## src/rtl/tdc_spi_pkg.sv

```systemverilog
// Shared definitions for the TDC SPI responder and the master-side verification.
package tdc_spi_pkg;

  localparam int unsigned SPI_WORD_W = 8;
  localparam int unsigned SPI_CNT_W  = 3;
  localparam bit          SPI_CPOL   = 1'b0;
  localparam bit          SPI_CPHA   = 1'b0;

  typedef enum logic [1:0] {
    IDLE         = 2'd0,
    ACTIVE       = 2'd1,
    WAIT_CS_HIGH = 2'd2
  } spi_state_e;

endpackage

```

## src/rtl/spi_pin_sync.sv

```systemverilog
// Multi-flop synchroniser for one asynchronous SPI pin with edge detection.
module spi_pin_sync #(
  parameter int unsigned STAGES = 2
) (
  input  logic clk,
  input  logic pin,
  output logic level,
  output logic rise_c,
  output logic fall_c
);

  logic [STAGES-1:0] sync_q;
  logic              prev_q;

  // No reset: the chain keeps tracking the pin so the level is valid at reset release.
  always_ff @(posedge clk) begin
    sync_q <= {sync_q[STAGES-2:0], pin};
    prev_q <= sync_q[STAGES-1];
  end

  assign level  = sync_q[STAGES-1];
  assign rise_c = sync_q[STAGES-1] & ~prev_q;
  assign fall_c = ~sync_q[STAGES-1] & prev_q;

endmodule

```

## src/rtl/tdc_spi_slave.sv

```systemverilog
// SPI mode-0 responder, MSB first, oversampled in the clk domain, with a
// one-deep transmit holding register and byte-level receive strobe.
module tdc_spi_slave
  import tdc_spi_pkg::*;
#(
  parameter int unsigned           SYNC_STAGES = 2,
  parameter logic [SPI_WORD_W-1:0] IDLE_TX     = 8'h00
) (
  input  logic                  clk,
  input  logic                  rst,
  input  logic                  sck,
  input  logic                  cs,
  input  logic                  mosi,
  output logic                  miso,
  output logic                  miso_oe,
  input  logic [SPI_WORD_W-1:0] tx_data,
  input  logic                  tx_load,
  output logic                  tx_ready,
  output logic [SPI_WORD_W-1:0] rx_data,
  output logic                  rx_valid,
  output logic                  frame_active,
  output logic                  frame_end,
  output logic                  rx_abort,
  output logic                  tx_underrun
);

  logic sck_level_unused, sck_rise_c, sck_fall_c;
  logic cs_level, cs_rise_c, cs_fall_c;
  logic mosi_level, mosi_rise_unused, mosi_fall_unused;

  spi_pin_sync #(.STAGES(SYNC_STAGES)) u_sync_sck (
    .clk(clk), .pin(sck), .level(sck_level_unused), .rise_c(sck_rise_c), .fall_c(sck_fall_c)
  );

  spi_pin_sync #(.STAGES(SYNC_STAGES)) u_sync_cs (
    .clk(clk), .pin(cs), .level(cs_level), .rise_c(cs_rise_c), .fall_c(cs_fall_c)
  );

  spi_pin_sync #(.STAGES(SYNC_STAGES)) u_sync_mosi (
    .clk(clk), .pin(mosi), .level(mosi_level), .rise_c(mosi_rise_unused), .fall_c(mosi_fall_unused)
  );

  spi_state_e            state;
  logic [SPI_CNT_W-1:0]  bit_cnt;
  logic [SPI_WORD_W-1:0] rx_shift;
  logic [SPI_WORD_W-1:0] tx_shift;
  logic [SPI_WORD_W-1:0] hold;
  logic                  rx_pend;

  logic                  reload_c;
  logic                  underrun_c;
  logic [SPI_WORD_W-1:0] reload_byte_c;
  logic [SPI_WORD_W-1:0] rx_byte_c;

  // A new tx byte is needed at frame start and on the first fall after a full byte.
  assign reload_c = ((state == IDLE) && cs_fall_c) ||
                    ((state == ACTIVE) && !cs_rise_c && sck_fall_c && (bit_cnt == '0));

  assign rx_byte_c = {rx_shift[SPI_WORD_W-2:0], mosi_level};

  // Reload source: queued byte, same-cycle bypass of tx_data, or the idle filler.
  always_comb begin
    reload_byte_c = IDLE_TX;
    underrun_c    = 1'b0;
    if (!tx_ready) begin
      reload_byte_c = hold;
    end else if (tx_load) begin
      reload_byte_c = tx_data;
    end else begin
      underrun_c = 1'b1;
    end
  end

  always_ff @(posedge clk) begin
    if (rst) begin
      state        <= cs_level ? IDLE : WAIT_CS_HIGH;
      bit_cnt      <= '0;
      rx_shift     <= '0;
      tx_shift     <= '0;
      hold         <= '0;
      rx_pend      <= 1'b0;
      miso         <= 1'b0;
      miso_oe      <= 1'b0;
      tx_ready     <= 1'b1;
      rx_data      <= '0;
      rx_valid     <= 1'b0;
      frame_active <= 1'b0;
      frame_end    <= 1'b0;
      rx_abort     <= 1'b0;
      tx_underrun  <= 1'b0;
    end else begin
      rx_valid    <= rx_pend;
      rx_pend     <= 1'b0;
      frame_end   <= 1'b0;
      rx_abort    <= 1'b0;
      tx_underrun <= 1'b0;

      // Holding register and tx shift reload
      if (reload_c) begin
        tx_shift    <= reload_byte_c;
        miso        <= reload_byte_c[SPI_WORD_W-1];
        tx_underrun <= underrun_c;
        if (!tx_ready) begin
          if (tx_load) begin
            hold <= tx_data;
          end else begin
            tx_ready <= 1'b1;
          end
        end
      end else if (tx_load && tx_ready) begin
        hold     <= tx_data;
        tx_ready <= 1'b0;
      end

      unique case (state)
        IDLE: begin
          if (cs_fall_c) begin
            state        <= ACTIVE;
            bit_cnt      <= '0;
            frame_active <= 1'b1;
            miso_oe      <= 1'b1;
          end
        end
        ACTIVE: begin
          // cs rise takes priority over any sck edge seen in the same cycle
          if (cs_rise_c) begin
            state        <= IDLE;
            frame_end    <= 1'b1;
            rx_abort     <= (bit_cnt != '0);
            frame_active <= 1'b0;
            miso_oe      <= 1'b0;
            miso         <= 1'b0;
            bit_cnt      <= '0;
          end else if (sck_rise_c) begin
            rx_shift <= rx_byte_c;
            bit_cnt  <= bit_cnt + SPI_CNT_W'(1);
            if (bit_cnt == SPI_CNT_W'(SPI_WORD_W - 1)) begin
              rx_data <= rx_byte_c;
              rx_pend <= 1'b1;
            end
          end else if (sck_fall_c && (bit_cnt != '0)) begin
            tx_shift <= {tx_shift[SPI_WORD_W-2:0], 1'b0};
            miso     <= tx_shift[SPI_WORD_W-2];
          end
        end
        WAIT_CS_HIGH: begin
          if (cs_level) begin
            state <= IDLE;
          end
        end
        default: state <= IDLE;
      endcase
    end
  end

endmodule

```

## config.mk

```make
export PLATFORM = sky130hd
export DESIGN_NAME = tdc_spi_slave
export DESIGN_NICKNAME = d
export VERILOG_FILES = /design/src/rtl/tdc_spi_pkg.sv /design/src/rtl/spi_pin_sync.sv /design/src/rtl/tdc_spi_slave.sv
export SDC_FILE = /design/constraint.sdc
export NUM_CORES = 1
export LEC_CHECK = 0
export BUFFER_PORTS_ARGS = -buffer_cell sky130_fd_sc_hd__buf_2
export CORE_MARGIN = 3
export CORE_UTILIZATION = 40
export DETAILED_ROUTE_END_ITERATION = 7
export GPL_TIMING_DRIVEN = 0
export PLACE_DENSITY = 0.64
export SETUP_SLACK_MARGIN = 0.02
export SKIP_CTS_REPAIR_TIMING = 1
export SYNTH_ARGS = -nofsm -noshare
export SYNTH_HDL_FRONTEND = slang
export SYNTH_SLANG_ARGS = --single-unit
```

## constraint.sdc

```tcl
create_clock -name clk -period 5.3 [get_ports clk]
set_input_delay 0.53 -clock clk [delete_from_list [all_inputs] [get_ports clk]]
set_output_delay 0.53 -clock clk [all_outputs]
set_load 0.01 [all_outputs]
```

-- After elaboration in Yosys (flattened, before gate mapping)
Cells that the tools add are included.
- bits of input ports: 14
- bits in registers: 52
- multiplexer cells: 35
- add/sub/neg operators: 1
- bitwise operators: 13
- reductions and logical operators: 23
- eq/ne operators: 11
- operator list (cell ; number):
    $mux 8 ; 11
    $reduce_and 3->1 ; 5
    $mux 1 ; 13
    $mux 2 ; 5
    $mux 3 ; 3
    $ne 3x3->1 const B ; 3
    $not 1->1 ; 9
    $ne 2x2->1 const B ; 4
    $logic_and 1x1->1 ; 6
    $pmux 2 s3 ; 1
    $pmux 3 s2 ; 1
    $reduce_or 3->1 ; 2
    $and 1x1->1 ; 4
    $reduce_and 4->1 ; 1
    $reduce_bool 2->1 ; 2
    $reduce_or 4->1 ; 1
    $add 3x1->3 const B ; 1
    $eq 3x3->1 const B ; 1
    $logic_not 3->1 ; 1
    $ne 3x2->1 const B ; 1
    $reduce_bool 3->1 ; 1
    $eq 2x1->1 const B ; 1
    $eq 2x2->1 const B ; 1
    $logic_not 2->1 ; 1
    4 further kinds ; 4

-- Logic depth before layout (Yosys ltp)
- word-level depth: 12
- depth in mapped cells: 7
- gate-level depth less buffers: 6

-- Hierarchy
Synthesis repeated with hierarchy kept, for this count alone.
- cell total of the unflattened synthesis: 222
- area, all modules: 2034.5 sq um
- modules (own cells, without submodules) (module ; sequential area each (sq um) ; area each (sq um) ; times used ; cells each):
    tdc_spi_slave ; 880.8 ; 1809.2 ; 1 ; 207
    spi_pin_sync ; 60.1 ; 75.1 ; 3 ; 5

-- Worst setup path before layout
OpenSTA, ideal clock, no wires.
- path kind: register to register
- start point: register bit_cnt[0]
- end point: register tx_ready
- path buffers: 1
- cell stages (with the launch flop): 8
- setup slack: 3.578 ns
- data arrival time: 1.602 ns
- data required time: 5.180 ns
- cells stage by stage: dfxtp_1 inv_1 ha_1 nor2b_1 a41o_4 buf_6 maj3_2 or2_1
- cells in the longest elaborated chain, start to end: 4
- elaborated cells on any way between the ends: 5
- classes of those cells: 1 x mux; 4 x reduce/logical
- ends and longest elaborated chain (item ; RTL line ; source):
    start, declared ; tdc_spi_slave.sv:44 ; logic [SPI_CNT_W-1:0] bit_cnt;
    start signal, assigned ; tdc_spi_slave.sv:136 ; bit_cnt <= bit_cnt + SPI_CNT_W'(1);
    $logic_not 3->1 * ; tdc_spi_slave.sv:57 ; ((state == ACTIVE) && !cs_rise_c && sck_fall_c && (bit_cnt == '0));
    $logic_and 1x1->1 * ; tdc_spi_slave.sv:57 ;
    $logic_or 1x1->1 * ; tdc_spi_slave.sv:56 ; assign reload_c = ((state == IDLE) && cs_fall_c) ||
    $mux 1 or $reduce_bool 2->1 (tied branches) ; - ;
    end signal, assigned ; tdc_spi_slave.sv:84 ; tx_ready <= 1'b1;
    end signal, assigned ; tdc_spi_slave.sv:107 ; tx_ready <= 1'b1;
    end signal, assigned ; tdc_spi_slave.sv:112 ; tx_ready <= 1'b0;
    end, declared ; tdc_spi_slave.sv:18 ; output logic tx_ready,
Every way passes the cells marked *; elsewhere a longest branch is shown, timed or not.
A chain may end at the register's enable or synchronous reset.

-- Worst setup path after layout
- start point: register bit_cnt[1]
- end point: register rx_data[1]
- cells in the longest elaborated chain, start to end: 2
- ends and longest elaborated chain (item ; RTL line ; source):
    $eq 3x3->1 ; tdc_spi_slave.sv:137 ; if (bit_cnt == SPI_CNT_W'(SPI_WORD_W - 1)) begin
    $reduce_and 4->1 (no line) ; - ;
    end signal, assigned ; tdc_spi_slave.sv:138 ; rx_data <= rx_byte_c;
    end, declared ; tdc_spi_slave.sv:19 ; output logic [SPI_WORD_W-1:0] rx_data,
No other way between the ends.

==> reports/qor.yml <==
ys_seq_elements: 51
ys_warn_count: 0
synth.distinct_cells: 36
critPathTopFamily: "simple AND/OR/NAND/NOR gates"
cts_buffers: 5
clock_path_buffers: 2
remaining_drc_errors: 0
power_density_mw_per_mm2: 293
dpl.hpwl_mm: 2.86
avgSynthCellArea_um2: 9.32
fmaxAchievable_mhz: 510
grt.met1_usage: 0.184
clk_pin_slew_ns: 0.09
r2r_cells: 7
drive_above_1_share: 0.167
worstMarginPinSlew_ns: 0.546
grt_pass1_vias: 1526
status: "finished clean"
die-area_mm2: 0.00622
clock-root-buffer: "clkbuf_8"
irDropWorstVdd_mv: 0.142
critPathLaunchType: "flop"
slew_viol_final: 0
antennaDiodeCount: 0
initialDrtViolationCount: 97
period_needed_ns: 1.96
globalplace.congestion: 0.765
required_ns: 5.47
slowest_stage: "or4b_1"
setup_violations: 0
drt-vias-per-instance: 4.91
reg2reg_slack_ns: 3.34
final_common_cell: "dfxtp_1"
fin_worst_skew_ns: 0.0119
cts_htree_levels: 2
slowest_delay_ns: 0.46
core-area_mm2: 0.00491
layout.cells.non_filler: 331
overflow: 0
num_rows: 25
grt_util_met2: 0.207
ios: 30
grt_pass1_wl_mm: 6.89
wl_per_cell_um: 12.0
end_kind: "flop"
path_class: "flop to flop"
antenna_found_initial: 0
crit_chain: "ha_1 -> ha_1 -> clkbuf_1 -> or4b_1 -> clkbuf_1 -> nand2_1 -> a21oi_1"
place_inst: 323
critical_path_buf_inv_count: 2
final_cell_mix: "dfxtp_1 (49), buf_2 (29), nand2_1 (26), nand2b_1 (22), a21oi_1 (19)"
critPathMaxFanout: 9
relSlewSlack: 0.634
rsz0062_at_grt: "no"
vias: 1625
numPortBuffers: 28
yosysSeqAreaShare: 0.490
p_leak_nw: 0.923
reg2reg_from: "bit_cnt[1]"
synth_nets: 245
die_h_um: 78.9
period_share: 0.370
reg2reg_to: "rx_data[1]"
initial_core_util: 0.433
hold_viol: 0
hold_class: "input port to flop"
dr.pass1.iters: 4
power.total_mw: 0.714
drv_cap: 0
clock_sinks: 51
postRouteAntennaNets: 0
wirelength_mm: 3.98
grt_max_degree: 16
dieWidth_um: 78.9
syn_inst: 228
netlist_area_mm2: 0.00212
clk_latency_ns: 0.31
tns_ns: 0
met3_usage: 0.0465
hold_start: "cs"
n_fill_cell: 484
globalRouteTotalUtil: 0.138
holdPathStages: 1
arrival_ns: 2.13
cts_tree: "built"
whs_endpoint: "u_sync_cs.sync_q[0]"
nNetsFinal: 280
syn_to_final_growth_pct: 14.5
fin_hold_ws_ns: 0.324
grt-busiest-layer: "met2"
cell type report:
type                       count  area (µm²)  area share
inverter                      10        37.5      0.0154
multi-input combinational    153         981       0.403
clock inverter                 2        12.5     0.00514
clock buffer                   6        72.6      0.0298
timing repair buffer          28         140      0.0576
buffer                        14        65.1      0.0267
tap                           67        83.8      0.0344
sequential                    51        1040       0.428
state kept, by name, indices dropped and copies added (netlist names), 2 cells and up:
register	flops
hold	8
rx_data	8
rx_shift	7
tx_shift	7
bit_cnt	3
state	2
u_sync_cs.sync_q	2
u_sync_mosi.sync_q	2
u_sync_sck.sync_q	2
per-layer routing:
layer	wire length (µm)	up-vias
met3	206	7
met5	0	-
met4	64	0
met1	2060	744
li1	-	843
met2	1650	31
worst max-delay path by stage:
stage | from | endpoint | depth (start not counted)
2_1_floorplan | bit_cnt[0] | tx_ready | 7
3_3_place_gp | rst | state[0] | 4
3_5_place_dp | rst | state[0] | 4
4_1_cts | bit_cnt[1] | rx_data[1] | 7
5_1_grt | bit_cnt[1] | rx_data[1] | 7
6_report | bit_cnt[1] | rx_data[1] | 7
cell usage after synthesis:
master / n / share of area
dfxtp_1: 49 / 0.46
nand2_1: 26 / 0.046
nand2b_1: 22 / 0.065
a21oi_1: 19 / 0.045
nand3_1: 17 / 0.040
mux2i_1: 14 / 0.066
clkbuf_1: 11 / 0.019
o21ai_0: 11 / 0.026
inv_1: 10 / 0.018
nor2b_1: 8 / 0.024
o2bb2ai_1: 6 / 0.025
nor2_1: 4 / 0.0071
ha_1: 3 / 0.018
nor3_1: 3 / 0.0071
a211oi_1: 2 / 0.0071
edfxtp_1: 2 / 0.028
o21bai_1: 2 / 0.0071
a31oi_1: 1 / 0.0029
a32o_1: 1 / 0.0047
a41o_4: 1 / 0.010
and3_1: 1 / 0.0029
and4bb_1: 1 / 0.0059
buf_2: 1 / 0.0024
buf_4: 1 / 0.0035
buf_6: 1 / 0.0053
maj3_2: 1 / 0.0053
mux2_1: 1 / 0.0053
mux2i_4: 1 / 0.011
nand4_1: 1 / 0.0029
nor2b_2: 1 / 0.0041
nor3_2: 1 / 0.0047
nor4_1: 1 / 0.0029
nor4b_2: 1 / 0.0071
or2_1: 1 / 0.0029
or3_1: 1 / 0.0029
or4b_1: 1 / 0.0047
through the flow:
step,util,setup WS [ns],cell area (µm²)
floorplan,-,3.58,2120
global placement,0.478,3.22,2350
detailed placement,0.478,3.23,2350
CTS,0.496,3.33,2430
global route,0.496,3.20,2430
finish,0.496,3.34,2430
where the power goes:
part	leakage (nW)	total [mW]	internal, mW	switching [mW]
combinational	0.461	0.0821	0.0372	0.0449
sequential	0.421	0.414	0.402	0.0121
clock	0.0412	0.218	0.0924	0.125
total	0.923	0.714	0.532	0.182
cells by family (layout without fill, tap and decap cells):
logic type               count (synthesis)  in the layout  share of synthesized area
adder cells (fa/ha/maj)                  4              4                     0.0230
flip-flops                              51             51                      0.490
AND/OR/NAND/NOR                         90             90                      0.230
multiplexers                            16             16                     0.0819
AO/OA/AOI/OAI                           43             43                      0.127
buffers and inverters                   24             60                     0.0483
(Power assumes the default switching activity.)
